## src/rtl/alu_pkg.sv

```systemverilog
// alu_pkg: shared op encodings, flag bundle and sequencing states for alu_pipe.
package alu_pkg;

  typedef enum logic [3:0] {
    OP_ADD  = 4'b0000,
    OP_SUB  = 4'b0001,
    OP_AND  = 4'b0010,
    OP_OR   = 4'b0011,
    OP_XOR  = 4'b0100,
    OP_SLL  = 4'b0101,
    OP_SRL  = 4'b0110,
    OP_SRA  = 4'b0111,
    OP_SLT  = 4'b1000,
    OP_SLTU = 4'b1001,
    OP_MUL  = 4'b1010
  } alu_op_e;

  typedef struct packed {
    logic zero;
    logic neg;
    logic carry;
    logic ovf;
  } alu_flags_t;

  typedef enum logic [1:0] {
    IDLE = 2'd0,
    BUSY = 2'd1,
    DONE = 2'd2
  } alu_state_e;

endpackage

```

## src/rtl/alu_mul_seq.sv

```systemverilog
// alu_mul_seq: shift-add multiplier, one multiplier bit per cycle, low WIDTH bits kept.
// product is the final value combinationally during the done cycle, then held.
module alu_mul_seq #(
  parameter int WIDTH = 32
) (
  input  logic             clk,
  input  logic             rst_n,
  input  logic             start,
  input  logic [WIDTH-1:0] a,
  input  logic [WIDTH-1:0] b,
  output logic             busy,
  output logic             done,
  output logic [WIDTH-1:0] product
);

  localparam int CNT_W = $clog2(WIDTH) + 1;

  logic [WIDTH-1:0] mcand;
  logic [WIDTH-1:0] mplier;
  logic [WIDTH-1:0] acc;
  logic [WIDTH-1:0] acc_next;
  logic [CNT_W-1:0] cnt;

  assign busy     = (cnt != '0);
  assign done     = (cnt == CNT_W'(1));
  assign acc_next = acc + (mplier[0] ? mcand : '0);
  assign product  = busy ? acc_next : acc;

  always_ff @(posedge clk or negedge rst_n) begin
    if (!rst_n) begin
      mcand  <= '0;
      mplier <= '0;
      acc    <= '0;
      cnt    <= '0;
    end else if (start) begin
      mcand  <= a;
      mplier <= b;
      acc    <= '0;
      cnt    <= CNT_W'(WIDTH);
    end else if (busy) begin
      acc    <= acc_next;
      mcand  <= mcand << 1;
      mplier <= mplier >> 1;
      cnt    <= cnt - CNT_W'(1);
    end
  end

endmodule

```

## src/rtl/alu_pipe.sv

```systemverilog
// alu_pipe: handshaked integer ALU with registered result and flags.
// Build option ALU_MUL_EN adds the sequential multiplier for op 1010.
//
// state | meaning
// IDLE  | accepting ops; single-cycle ops load the output register directly
// BUSY  | multiplier iterating, input stalled
// DONE  | product ready, waiting for the output register to free up
module alu_pipe
  import alu_pkg::*;
#(
  parameter int WIDTH = 32
) (
  input  logic             clk,
  input  logic             rst_n,
  input  logic             in_valid,
  output logic             in_ready,
  input  logic [WIDTH-1:0] operand_a,
  input  logic [WIDTH-1:0] operand_b,
  input  logic [3:0]       alu_ctrl,
  output logic             out_valid,
  input  logic             out_ready,
  output logic [WIDTH-1:0] alu_result,
  output logic             zero_flag,
  output logic             neg_flag,
  output logic             carry_flag,
  output logic             ovf_flag,
  output logic             illegal_op
);

  localparam int SHAMT_W = $clog2(WIDTH);
  localparam int MSB     = WIDTH - 1;

  logic [WIDTH-1:0]   op_res;
  logic               op_illegal;
  logic               op_carry;
  logic               op_ovf;
  alu_flags_t         op_flags;
  logic [WIDTH:0]     add_w;
  logic [WIDTH:0]     sub_w;
  logic [SHAMT_W-1:0] shamt;

  assign shamt = operand_b[SHAMT_W-1:0];
  assign add_w = {1'b0, operand_a} + {1'b0, operand_b};
  // Top bit of the widened difference is the borrow.
  assign sub_w = {1'b0, operand_a} - {1'b0, operand_b};

  always_comb begin
    op_res     = '0;
    op_illegal = 1'b0;
    op_carry   = 1'b0;
    op_ovf     = 1'b0;
    case (alu_ctrl)
      OP_ADD: begin
        op_res   = add_w[WIDTH-1:0];
        op_carry = add_w[WIDTH];
        op_ovf   = (operand_a[MSB] == operand_b[MSB]) && (add_w[MSB] != operand_a[MSB]);
      end
      OP_SUB: begin
        op_res   = sub_w[WIDTH-1:0];
        op_carry = ~sub_w[WIDTH];
        op_ovf   = (operand_a[MSB] != operand_b[MSB]) && (sub_w[MSB] != operand_a[MSB]);
      end
      OP_AND:  op_res = operand_a & operand_b;
      OP_OR:   op_res = operand_a | operand_b;
      OP_XOR:  op_res = operand_a ^ operand_b;
      OP_SLL:  op_res = operand_a << shamt;
      OP_SRL:  op_res = operand_a >> shamt;
      OP_SRA:  op_res = WIDTH'($signed(operand_a) >>> shamt);
      OP_SLT:  op_res = WIDTH'($signed(operand_a) < $signed(operand_b));
      OP_SLTU: op_res = WIDTH'(operand_a < operand_b);
`ifdef ALU_MUL_EN
      OP_MUL:  op_res = '0;
`endif
      default: op_illegal = 1'b1;
    endcase
  end

  assign op_flags = '{zero: (op_res == '0), neg: op_res[MSB], carry: op_carry, ovf: op_ovf};

  alu_state_e       state;
  logic             out_free;
  logic             accept;
  logic             is_mul;
  logic             mul_start;
  logic             mul_done;
  logic             load_alu;
  logic             load_mul;
  logic [WIDTH-1:0] mul_product;
  alu_flags_t       mul_flags;
  alu_flags_t       flags_q;

  assign out_free  = !out_valid || out_ready;
  assign mul_flags = '{zero: (mul_product == '0), neg: mul_product[MSB], carry: 1'b0, ovf: 1'b0};

`ifdef ALU_MUL_EN
  alu_state_e state_next;
  logic       mul_busy;

  assign is_mul = (alu_ctrl == OP_MUL);

  alu_mul_seq #(.WIDTH(WIDTH)) u_mul (
    .clk     (clk),
    .rst_n   (rst_n),
    .start   (mul_start),
    .a       (operand_a),
    .b       (operand_b),
    .busy    (mul_busy),
    .done    (mul_done),
    .product (mul_product)
  );

  always_ff @(posedge clk or negedge rst_n) begin
    if (!rst_n) state <= IDLE;
    else        state <= state_next;
  end

  always_comb begin
    state_next = state;
    case (state)
      IDLE: if (mul_start) state_next = BUSY;
      BUSY: begin
        if (mul_done)       state_next = out_free ? IDLE : DONE;
        else if (!mul_busy) state_next = IDLE;
      end
      DONE: if (out_free) state_next = IDLE;
      default: state_next = IDLE;
    endcase
  end
`else
  assign state       = IDLE;
  assign is_mul      = 1'b0;
  assign mul_done    = 1'b0;
  assign mul_product = '0;
`endif

  always_comb begin
    in_ready  = (state == IDLE) && out_free;
    accept    = in_valid && in_ready;
    mul_start = accept && is_mul;
    load_alu  = accept && !is_mul;
    load_mul  = (((state == BUSY) && mul_done) || (state == DONE)) && out_free;
  end

  always_ff @(posedge clk or negedge rst_n) begin
    if (!rst_n) begin
      out_valid  <= 1'b0;
      alu_result <= '0;
      flags_q    <= '0;
      illegal_op <= 1'b0;
    end else if (load_alu) begin
      out_valid  <= 1'b1;
      alu_result <= op_res;
      flags_q    <= op_flags;
      illegal_op <= op_illegal;
    end else if (load_mul) begin
      out_valid  <= 1'b1;
      alu_result <= mul_product;
      flags_q    <= mul_flags;
      illegal_op <= 1'b0;
    end else if (out_ready) begin
      out_valid  <= 1'b0;
    end
  end

  assign zero_flag  = flags_q.zero;
  assign neg_flag   = flags_q.neg;
  assign carry_flag = flags_q.carry;
  assign ovf_flag   = flags_q.ovf;

endmodule

```

## config.mk

```make
export PLATFORM = sky130hd
export DESIGN_NAME = alu_pipe
export DESIGN_NICKNAME = d
export VERILOG_FILES = /design/src/rtl/alu_pkg.sv /design/src/rtl/alu_mul_seq.sv /design/src/rtl/alu_pipe.sv
export SDC_FILE = /design/constraint.sdc
export NUM_CORES = 1
export LEC_CHECK = 0
export BUFFER_PORTS_ARGS = -buffer_cell sky130_fd_sc_hd__buf_4
export CAP_MARGIN = 10
export CORE_UTILIZATION = 51
export CTS_CLUSTER_SIZE = 40
export DETAILED_ROUTE_END_ITERATION = 10
export PLACE_DENSITY = 0.66
export SETUP_SLACK_MARGIN = 0.1
export SYNTH_ARGS = -nofsm -noshare
export SYNTH_HDL_FRONTEND = slang
export SYNTH_SLANG_ARGS = --single-unit
```

## constraint.sdc

```tcl
create_clock -name clk -period 2.47 [get_ports clk]
set_clock_uncertainty 0.2 [all_clocks]
set_input_delay 0 -clock clk [delete_from_list [all_inputs] [get_ports clk]]
set_output_delay 0 -clock clk [all_outputs]
set_load 0.01 [all_outputs]
```

==> impl_metrics.yaml, run 1 <==
synthesis:
  syn_nets: 1725
  synth_edf_count: 0
  ys_types: 105
  syn_inst: 1550
  synth.yosys.warnings: 0
  ys_seq_elements: 37
  avgSynthCellArea_sq_um: 7.269
  synth_area_sq_mm: 0.01127
  async_flop_share: 1.000
  ys.flop_type: "dfrtp_1"
  ys_seq_area_frac: 0.08218
run_status:
  outcome: "stopped before the end"
  stop_error: "[ERROR GRT-0232] Routing congestion too high. Check the congestion heatmap in the GUI."
  stop_stage: "5_1_grt"
placement:
  placed_area_sq_mm: 0.01671
  place_congestion: 1.187
  dpl.hpwl_microns: 49770
  port-buffer-count: 110
cts:
  cts_buffer_depth: 2
  cts_buffers: 5
  cts.htree.levels: 2
  numClockSinks: 37
  cts_root_buf: "clkbuf_16"
floorplan:
  start_util: 0.5179
  die_y_microns: 150.6
  pin_count: 111
  fp-row-count: 54
  chipWidth_microns: 150.6
sta:
  crit_endpoint: "zero_flag$_DFFE_PN0P_/D"
  worstEpCategory: "register input"
global_routing:
  grt_use_total: 0.7011
  overflow: 14
  grt_max_degree: 43
[cell families after synthesis]
family,after synthesis,synth area share
flip-flops,37,0.08218
AO/OA/AOI/OAI,547,0.3407
buffers and inverters,211,0.08484
XOR/XNOR,20,0.01555
AND/OR/NAND/NOR,517,0.2158
adder cells (fa/ha/maj),103,0.1157
multiplexers,115,0.1453
[synth_stat cells (18+ instances only)]
library cell	count	area (sq um)
a21oi_1	127	635.6
o21ai_0	100	500.5
xnor2_1	19	166.4
nand3_1	33	165.2
o22ai_1	21	131.4
dfrtp_1	37	925.9
mux2_2	33	371.6
nor2b_1	20	125.1
o211ai_1	27	202.7
nand4_1	18	112.6
inv_1	95	356.6
clkbuf_1	60	225.2
a211oi_1	25	187.7
nor2_1	145	544.3
ha_1	101	1264
buf_2	32	160.2
o221ai_1	20	175.2
nor3_1	27	135.1
mux4_2	29	653.1
nand2_1	181	679.4
mux2i_1	47	470.5
[per-stage QoR]
stage / setup slack [ns] / instances
detailed placement: -1.516 / 2427
CTS: -0.8223 / 2475
floorplan: -0.9076 / 1550
global placement: -1.507 / 2427
[repair_timing]
item,CTS
pin swaps,62
setup buffers,45
endpoints found under the setup margin,33
hold buffers,3
gates resized for setup,181
hold endpoints to repair,38
cloned,2
[layer usage]
| layer | GRT overflow | track usage |
|---|---|---|
| met1 | 0 | 0.7184 |
| met2 | 6 | 0.9028 |
| met3 | 0 | 0.5064 |
| met4 | 8 | 0.6600 |
| met5 | 0 | 0.1455 |
==> run 2: changes to the inputs <==
--- a/config.mk
+++ b/config.mk
@@ -7,11 +7,9 @@
 export LEC_CHECK = 0
 export BUFFER_PORTS_ARGS = -buffer_cell sky130_fd_sc_hd__buf_4
 export CAP_MARGIN = 10
-export CORE_UTILIZATION = 51
-export CTS_CLUSTER_SIZE = 40
+export CORE_UTILIZATION = 36
 export DETAILED_ROUTE_END_ITERATION = 10
-export PLACE_DENSITY = 0.66
-export SETUP_SLACK_MARGIN = 0.1
+export PLACE_DENSITY_LB_ADDON = 0.15
 export SYNTH_ARGS = -nofsm -noshare
 export SYNTH_HDL_FRONTEND = slang
 export SYNTH_SLANG_ARGS = --single-unit
==> run 2 against run 1 <==
  * The flow now finishes, with violations (setup timing)
  * Area after synthesis unchanged
  * Synthesized cell count did not move
==> impl_metrics.yaml, run 2 <==
layout:
  n_fill_cell: 2854
  stdcell_count: 2647
  layout_common_cells: "buf_4 (759), nand2_1 (178), nor2_1 (137)"
  layout.nets: 2423
  drive_gt1_frac: 0.4731
  largest_register_ffs: 32
  final_common_cell: "buf_4"
  area_delta_synth_final_pct: 66.51
  regMostFlops: "alu_result"
  fin_area_sq_mm: 0.01876
floorplan:
  die_y_microns: 178.9
  die-area_sq_mm: 0.03201
  fp-row-count: 64
  core-area_sq_mm: 0.03067
  chipWidth_microns: 178.9
  start_util: 0.3674
  pin_count: 111
setup_path:
  criticalPathCategory: "input port to flop"
  crit_required_ns: 2.46
  r2r-start: "out_valid"
  critPathArrivalTime_ns: 3.37
  r2r_end: "zero_flag"
  r2r_slack_ns: -0.48
  r2r_cells: 12
  worst_setup_path_start_kind: "input port"
  cp_max_fo: 4
  worst_setup_path_end_kind: "flop"
routing:
  first_pass_iters: 6
  totalWireLength_microns: 67640
  remaining_drc_errors: 0
  via_count: 16160
  drtIter0Drc: 1842
  ant_nets: 0
  avgRoutedWirePerCell_microns: 25.55
  drt-vias-per-instance: 6.105
synthesis:
  synth_area_sq_mm: 0.01127
  ys_seq_area_frac: 0.08218
  yosysMostFrequentCell: "nand2_1"
  synth.yosys.warnings: 0
  syn_nets: 1725
  ys.flop_type: "dfrtp_1"
  ys_seq_elements: 37
  syn_inst: 1550
  netlist_top_cells_count: "nand2_1 (181), nor2_1 (145), a21oi_1 (127), ha_1 (101), o21ai_0 (100)"
  synth_edf_count: 0
  synth.largest_area_cell: "ha_1"
  yosys.area.top_type_share: 0.1122
  avgSynthCellArea_sq_um: 7.269
  ys_types: 105
  synthTopCellsByArea: "ha_1 (11%), dfrtp_1 (8.2%), nand2_1 (6.0%)"
  async_flop_share: 1.000
global_routing:
  grt_pass1_vias: 15300
  grt_use_total: 0.4133
  antenna_found_initial: 2
  overflow: 0
  grt_first_pass_wirelength_microns: 97230
  grt_max_degree: 43
placement:
  dp.cells: 2615
  dpl.hpwl_microns: 56250
  place_congestion: 1.135
  port-buffer-count: 110
  placed_area_sq_mm: 0.01747
cts:
  cts_buffer_depth: 2
  clk_latency_ns: 0.28
  tritoncts: "built"
  cts.htree.levels: 2
  cts_root_buf: "clkbuf_16"
  cts_buffers: 5
  path_clk_slew_ns: 0.06
  numClockSinks: 37
power_and_ir_drop:
  pwr-share-comb: 0.753
  power-per-cell-area_mw_per_mm2: 320.4
  seqPwrFrac: 0.125
  ir_worst_vdd_mv: 0.3245
  swShare: 0.4383
  clkPwrFrac: 0.122
  p_leak_nw: 8.707
  p_int_mw: 3.376
  p_switching_mw: 2.635
sta:
  worstMarginPinSlew_ns: 1.031
  final-hold-violation-count: 0
  finalSetupViolCount: 26
  fin_crit_sh: 1.369
  fmax_mhz: 295.6
  layout_setup_ws_ns: -0.9126
  slew_headroom: 0.3088
  timing.hold.ws_ns: 0.02397
  grt_setup_unrepaired: "yes"
  report.final.slew_viol_count: 0
  fin_crit_ns: 3.383
run_status:
  outcome: "finished, violations left"
  violations: "setup timing"
flow_run:
  max_cap_violations: 0
hold_path:
  hold_class: "input port to async pin"
run 2: cell counts after synthesis:
Identical to the previous run, type by type.
run 2: worst max path at each step:
stage	start	end	slack (ns)	depth (start not counted)
after floorplan	operand_b[1]	zero_flag	-0.91	16
after global placement	operand_b[1]	zero_flag	-1.44	15
after detailed placement	operand_b[0]	zero_flag	-1.47	16
after CTS	operand_b[1]	zero_flag	-0.83	15
after global routing	operand_b[1]	zero_flag	-1.00	15
final	operand_b[1]	zero_flag	-0.91	15
run 2: stage by stage:
step                      TNS [ns]  setup WS (ns)    util  power (mW)
after global routing        -11.17         -1.004  0.6115       6.300
after CTS                   -7.133        -0.8333  0.5997       5.809
after global placement      -21.68         -1.441  0.5695       4.788
after floorplan             -8.740        -0.9080       -       2.591
after detailed placement    -22.76         -1.471  0.5695       4.816
final                       -9.356        -0.9126  0.6117       6.011
run 2: power groups by stage:
stage	logic [mW]	clock network (mW)	registers [mW]
after global routing	4.76	0.774	0.766
after global placement	4.03	0	0.758
after floorplan	1.79	0	0.804
after CTS	4.30	0.757	0.753
final	4.52	0.736	0.752
after detailed placement	4.05	0	0.763
run 2: repair_timing:
action	CTS	global route
buffers inserted	12	8
gates cloned	1	2
setup endpoints to repair	33	31
pin swaps	49	33
hold buffers	3	0
gates resized for setup	143	59
hold endpoints to repair	38	0
run 2: worst max-delay path: stages:
cell and delay [ns]:
buf_8 0.08, clkinvlp_4 0.15, ha_4 0.29, or2_4 0.26, a2111oi_4 0.54, o21ai_2 0.16, a2111oi_4 0.41, o21a_2 0.23
nor2_2 0.06, xnor2_1 0.13, o211ai_1 0.22, nor4_1 0.34, buf_4 0.18, nand4_1 0.11, o41ai_2 0.20
run 2: cells by family after synthesis:
family                   share of synthesized area
AO/OA/AOI/OAI                               0.3407
AND/OR/NAND/NOR                             0.2158
buffers and inverters                      0.08484
multiplexers                                0.1453
adder cells (fa/ha/maj)                     0.1157
flip-flops                                 0.08218
XOR/XNOR                                   0.01555
run 2: routing by layer:
| layer | vias to the layer above | share of wire | GRT usage |
|---|---|---|---|
| met1 | 7790 | 0.41 | 0.5429 |
| met4 | 0 | 0.053 | 0.1953 |
| met3 | 193 | 0.085 | 0.05131 |
| met5 | - | 0 | 0 |
| met2 | 927 | 0.45 | 0.6668 |
| li1 | 7250 | - | - |
run 2: layout make-up:
cell class                 instances  area, sq um  share of cell area
inverter                          97        375.4             0.02001
sequential                        37        925.9             0.04935
clock buffer                       7        142.6            0.007603
multi-input combinational       1302        10350              0.5516
clock inverter                     1        30.03            0.001601
antenna                            2        5.005           0.0002668
tap                              396        495.5             0.02641
timing repair buffer             805         6437              0.3431
No activity file was read; power rests on OpenSTA's default activity.
==> run 3: changes to the inputs <==
--- a/config.mk
+++ b/config.mk
@@ -7,6 +7,8 @@
 export LEC_CHECK = 0
 export BUFFER_PORTS_ARGS = -buffer_cell sky130_fd_sc_hd__buf_4
 export CAP_MARGIN = 10
+export CELL_PAD_IN_SITES_DETAIL_PLACEMENT = 1
+export CELL_PAD_IN_SITES_GLOBAL_PLACEMENT = 1
 export CORE_UTILIZATION = 36
 export DETAILED_ROUTE_END_ITERATION = 10
 export PLACE_DENSITY_LB_ADDON = 0.15
==> run 3 against run 2 <==
  * The flow still finishes with violations (setup timing)
  * Design area up 5.7%
  * Global-route usage grew 6.6 points
  * Highest routed layer is now met5
  * Register-to-register slack lost 0.04 ns
==> impl_metrics.yaml, run 3 (synthesis results as in run 2) <==
run_status:
  outcome: "finished, violations left"
  violations: "setup timing"
global_routing:
  overflow: 0
  antenna_found_initial: 5
  grt_use_total: 0.4791
  grt_pass1_vias: 17820
  grt_max_degree: 43
  grt_first_pass_wirelength_microns: 112700
routing:
  via_count: 18350
  drtIter0Drc: 2123
  ant_nets: 0
  totalWireLength_microns: 87220
  first_pass_iters: 6
  avgRoutedWirePerCell_microns: 32.46
  drt-vias-per-instance: 6.829
  remaining_drc_errors: 0
power_and_ir_drop:
  ir_worst_vdd_mv: 0.3403
  clkPwrFrac: 0.093
  power-per-cell-area_mw_per_mm2: 338.0
  pwr-share-comb: 0.793
  p_switching_mw: 3.239
  seqPwrFrac: 0.114
  swShare: 0.4835
  p_leak_nw: 9.045
  p_int_mw: 3.460
floorplan:
  die_y_microns: 178.9
  fp-row-count: 64
  start_util: 0.3674
  die-area_sq_mm: 0.03201
  pin_count: 111
  core-area_sq_mm: 0.03067
  chipWidth_microns: 178.9
cts:
  cts_buffers: 5
  numClockSinks: 37
  tritoncts: "built"
  path_clk_slew_ns: 0.06
  cts.htree.levels: 2
  cts_root_buf: "clkbuf_16"
  cts_buffer_depth: 2
  clk_latency_ns: 0.28
setup_path:
  critPathLaunch: "operand_b[0]"
  worst_setup_path_start_kind: "input port"
  r2r_slack_ns: -0.52
  worstPathBufferInverterCount: 7
  slowest_delay_ns: 0.48
  r2r_cells: 13
  criticalPathCategory: "input port to flop"
  critPathArrivalTime_ns: 3.66
  cp_slowest_cell: "o31ai_4"
  r2r_end: "zero_flag"
  worstSetupEndpoint: "zero_flag"
  cp.depth: 19
  cp_max_fo: 5
  r2r-start: "out_valid"
  worst_setup_path_end_kind: "flop"
  critPathTopFamily: "compound AO/OA/AOI/OAI gates"
  crit_required_ns: 2.45
  crit_chain: "buf_12 -> buf_12 -> ha_4 -> inv_2 -> fa_2 -> nor2b_4 -> o21ai_4 -> a311oi_4 -> buf_6 -> o31ai_4 -> buf_4 -> a21oi_4 -> buf_6 -> a2111oi_4 -> buf_4 -> o31ai_1 -> o21ai_1 -> nand2_1 -> o41ai_2"
sta:
  timing.hold.ws_ns: 0.04362
  finalSetupViolCount: 34
  layout_setup_ws_ns: -1.208
  fin_crit_ns: 3.678
  report.final.slew_viol_count: 0
  worstMarginPinSlew_ns: 1.123
  fmax_mhz: 271.9
  slew_headroom: 0.2466
  grt_setup_unrepaired: "yes"
  fin_crit_sh: 1.489
  final-hold-violation-count: 0
placement:
  dpl.hpwl_microns: 60450
  port-buffer-count: 110
  placed_area_sq_mm: 0.01715
  place_congestion: 1.085
layout:
  largest_register_ffs: 32
  layout.nets: 2461
  area_delta_synth_final_pct: 75.92
  drive_gt1_frac: 0.5173
  layout_common_cells: "buf_4 (771), nand2_1 (175), nor2_1 (132)"
  fin_area_sq_mm: 0.01982
  final_util: 0.6463
  final_common_cell: "buf_4"
  regMostFlops: "alu_result"
flow_run:
  max_cap_violations: 0
hold_path:
  hold_class: "input port to async pin"
run 3: how the worst min path moves through the flow:
stage	to	depth (start not counted)
floorplan	alu_result[0]	0
global placement	alu_result[6]	1
detailed placement	alu_result[3]	1
CTS	alu_result[3]	2
global route	alu_result[7]	2
finish	alu_result[8]	2
run 3: power groups by stage:
stage	sequential [mW]	combinational (mW)	clock (mW)
finish	0.763	5.32	0.621
global route	0.776	5.45	0.642
CTS	0.756	4.50	0.615
detailed placement	0.765	4.09	0
global placement	0.758	3.99	0
floorplan	0.804	1.79	0
run 3: stage by stage:
stage	worst slack [ns]	setup TNS, ns	std cells	total power, mW
finish	-1.208	-15.80	2687	6.700
global route	-1.369	-17.64	2684	6.863
CTS	-0.8706	-8.248	2643	5.869
detailed placement	-1.741	-26.02	2583	4.854
global placement	-1.781	-23.80	2583	4.744
floorplan	-0.9080	-8.740	1550	2.591
run 3: metal layers:
metal / up-vias / track usage / share of wire
li1: 7324 / - / -
met2: 1506 / 0.7664 / 0.43
met1: 8845 / 0.5651 / 0.36
met4: 4 / 0.3217 / 0.098
met5: - / 0 / 0.00085
met3: 670 / 0.1166 / 0.11
run 3: repair_timing:
action	in CTS	in global routing
hold endpoints to repair	38	0
pin swaps	56	75
gates cloned	1	2
setup buffers	53	47
setup endpoints to repair	33	34
resized for setup	210	175
hold buffers	3	0
run 3: area by class of cell:
cell class | instances | area (sq um)
multi-input combinational | 1302 | 11040
fill | 3640 | 10850
timing repair buffer | 843 | 6808
sequential | 37 | 925.9
tap | 396 | 495.5
inverter | 97 | 399.1
clock buffer | 6 | 128.9
clock inverter | 2 | 10.01
antenna | 4 | 10.01
==> run 4: changes to the inputs <==
--- a/config.mk
+++ b/config.mk
@@ -10,8 +10,9 @@
 export CELL_PAD_IN_SITES_DETAIL_PLACEMENT = 1
 export CELL_PAD_IN_SITES_GLOBAL_PLACEMENT = 1
 export CORE_UTILIZATION = 36
+export CTS_BUF_LIST = sky130_fd_sc_hd__clkbuf_4 sky130_fd_sc_hd__clkbuf_8
 export DETAILED_ROUTE_END_ITERATION = 10
-export PLACE_DENSITY_LB_ADDON = 0.15
+export PLACE_DENSITY = 0.78
 export SYNTH_ARGS = -nofsm -noshare
 export SYNTH_HDL_FRONTEND = slang
 export SYNTH_SLANG_ARGS = --single-unit
==> run 4 against run 3 <==
  * The flow still finishes with violations (setup timing)
  * Non-clock buffer count is 9 higher
  * Global-route usage up 1.8 points
  * Register-to-register slack worse by 0.45 ns
  * Power is 2.8% higher
==> impl_metrics.yaml, run 4 (synthesis results as in run 2) <==
sta:
  grt_setup_unrepaired: "yes"
  fin_crit_ns: 3.890
  layout_setup_ws_ns: -1.420
  slew_headroom: 0.06773
  finalSetupViolCount: 33
  report.final.slew_viol_count: 0
  final-hold-violation-count: 0
  fin_crit_sh: 1.575
  timing.hold.ws_ns: 0.03435
  worstMarginPinSlew_ns: 1.394
  fmax_mhz: 257.0
layout:
  area_delta_synth_final_pct: 77.49
  seq_area_sq_um: 925.9
  multi_input_area_sq_mm: 0.01104
  final_common_cell: "buf_4"
  layout_common_cells: "buf_4 (766), nand2_1 (171), nor2_1 (134)"
  drive_gt1_frac: 0.5213
  largest_register_ffs: 32
  layout.nets: 2470
  regMostFlops: "alu_result"
  n_fill_cell: 3591
routing:
  via_count: 19370
  totalWireLength_microns: 95240
  avgRoutedWirePerCell_microns: 35.30
  first_pass_iters: 6
  drtIter0Drc: 2711
  drt-vias-per-instance: 7.181
  ant_nets: 0
  remaining_drc_errors: 0
floorplan:
  pin_count: 111
  die-area_sq_mm: 0.03201
  fp-row-count: 64
  core-area_sq_mm: 0.03067
  start_util: 0.3674
  die_y_microns: 178.9
  chipWidth_microns: 178.9
power_and_ir_drop:
  pwr-share-comb: 0.807
  power-per-cell-area_mw_per_mm2: 344.5
  p_leak_nw: 9.127
  p_int_mw: 3.476
  p_switching_mw: 3.414
  p_total_mw: 6.890
  clkPwrFrac: 0.081
  seqPwrFrac: 0.112
  ir_worst_vdd_mv: 0.4532
  swShare: 0.4955
setup_path:
  slowest_delay_ns: 0.51
  critPathTopFamily: "simple AND/OR/NAND/NOR gates"
  cp_max_fo: 9
  worstPathBufferInverterCount: 5
  crit_chain: "buf_4 -> inv_2 -> ha_4 -> buf_4 -> inv_2 -> a21o_1 -> or4_1 -> a31oi_1 -> nor2_1 -> a211o_1 -> a2111oi_2 -> nand4_1 -> nor4_2 -> buf_4 -> nand4_1 -> o41ai_2"
  worst_setup_path_start_kind: "input port"
  crit_required_ns: 2.46
  cp_slowest_cell: "or4_1"
  worst_setup_path_end_kind: "flop"
  path_common_cell: "buf_4"
  criticalPathCategory: "input port to flop"
  critPathArrivalTime_ns: 3.89
global_routing:
  grt_pass1_vias: 18290
  antenna_found_initial: 9
  grt_use_total: 0.4967
  grt_max_degree: 43
  grt_first_pass_wirelength_microns: 116600
  overflow: 0
placement:
  place_congestion: 1.041
  place_ws_ns: -1.435
  dpl.hpwl_microns: 63320
  port-buffer-count: 110
cts:
  cts_buffer_depth: 2
  cts.htree.levels: 2
  cts_root_buf: "clkbuf_8"
  clk_latency_ns: 0.30
  path_clk_slew_ns: 0.08
  cts_buffers: 5
  numClockSinks: 37
  tritoncts: "built"
flow_run:
  max_cap_violations: 0
hold_path:
  hold_class: "input port to async pin"
run_status:
  outcome: "finished, violations left"
  violations: "setup timing"
## run 4: changes by cell type in the layout (fill, tap and decap cells not counted), sizes merged
cell    before  now
buf        838  849
clkbuf       8    6
clkinv       3    1
diode        4    6
bufinv       0    1
inv         92   93
## run 4: per-layer routing
metal  share of wire  wire [microns]  track usage
met5          0.0016             148            0
met4            0.11           10280       0.3545
met3            0.13           12800       0.1079
met2            0.42           39690       0.7950
met1            0.34           32320       0.5859
## run 4: final cells by class
cell class,count,area share
diodes,6,0.0007508
inverters,97,0.02015
well taps,396,0.02478
repair buffers,852,0.3500
multi-input cells,1302,0.5520
clock buffers,6,0.004129
clock inverters,2,0.001877
flip-flops and latches,37,0.04630
## run 4: timing repair
item | in CTS | in global routing
gates cloned | 2 | 0
pin swaps | 70 | 73
endpoints found under the setup margin | 33 | 33
endpoints found under the hold margin | 38 | 0
hold buffers | 3 | 0
setup buffers | 44 | 37
gates resized for setup | 229 | 178
## run 4: path summary, 6_finish.rpt
check                            endpoint  slack, ns  depth (start not counted)           from
setup / recovery                zero_flag      -1.42                         16   operand_b[4]
hold / removal              alu_result[2]       0.03                          2          rst_n
setup reg to reg                zero_flag      -0.97                         12      out_valid
hold reg to reg             alu_result[4]       0.32                          1  alu_result[4]
max in group asynchronous  alu_result[20]       1.72                          2          rst_n
min in group clk           alu_result[24]       0.18                          5       in_valid
## run 4: through the flow
step	instances	utilization	setup TNS (ns)	instance area, sq um
2_1_floorplan	1550	-	-8.740	11520
3_3_place_gp	2619	0.5701	-20.80	17480
3_5_place_dp	2619	0.5701	-24.97	17480
4_1_cts	2666	0.6172	-7.219	18930
5_1_grt	2694	0.6517	-21.86	19990
6_report	2698	0.6520	-17.88	20000
## run 4: power groups by stage
stage / sequential, mW / clock [mW] / combinational (mW)
after floorplan: 0.804 / 0 / 1.79
after global placement: 0.758 / 0 / 4.06
after detailed placement: 0.767 / 0 / 4.19
after CTS: 0.756 / 0.557 / 4.60
after global routing: 0.783 / 0.572 / 5.63
final: 0.771 / 0.559 / 5.56
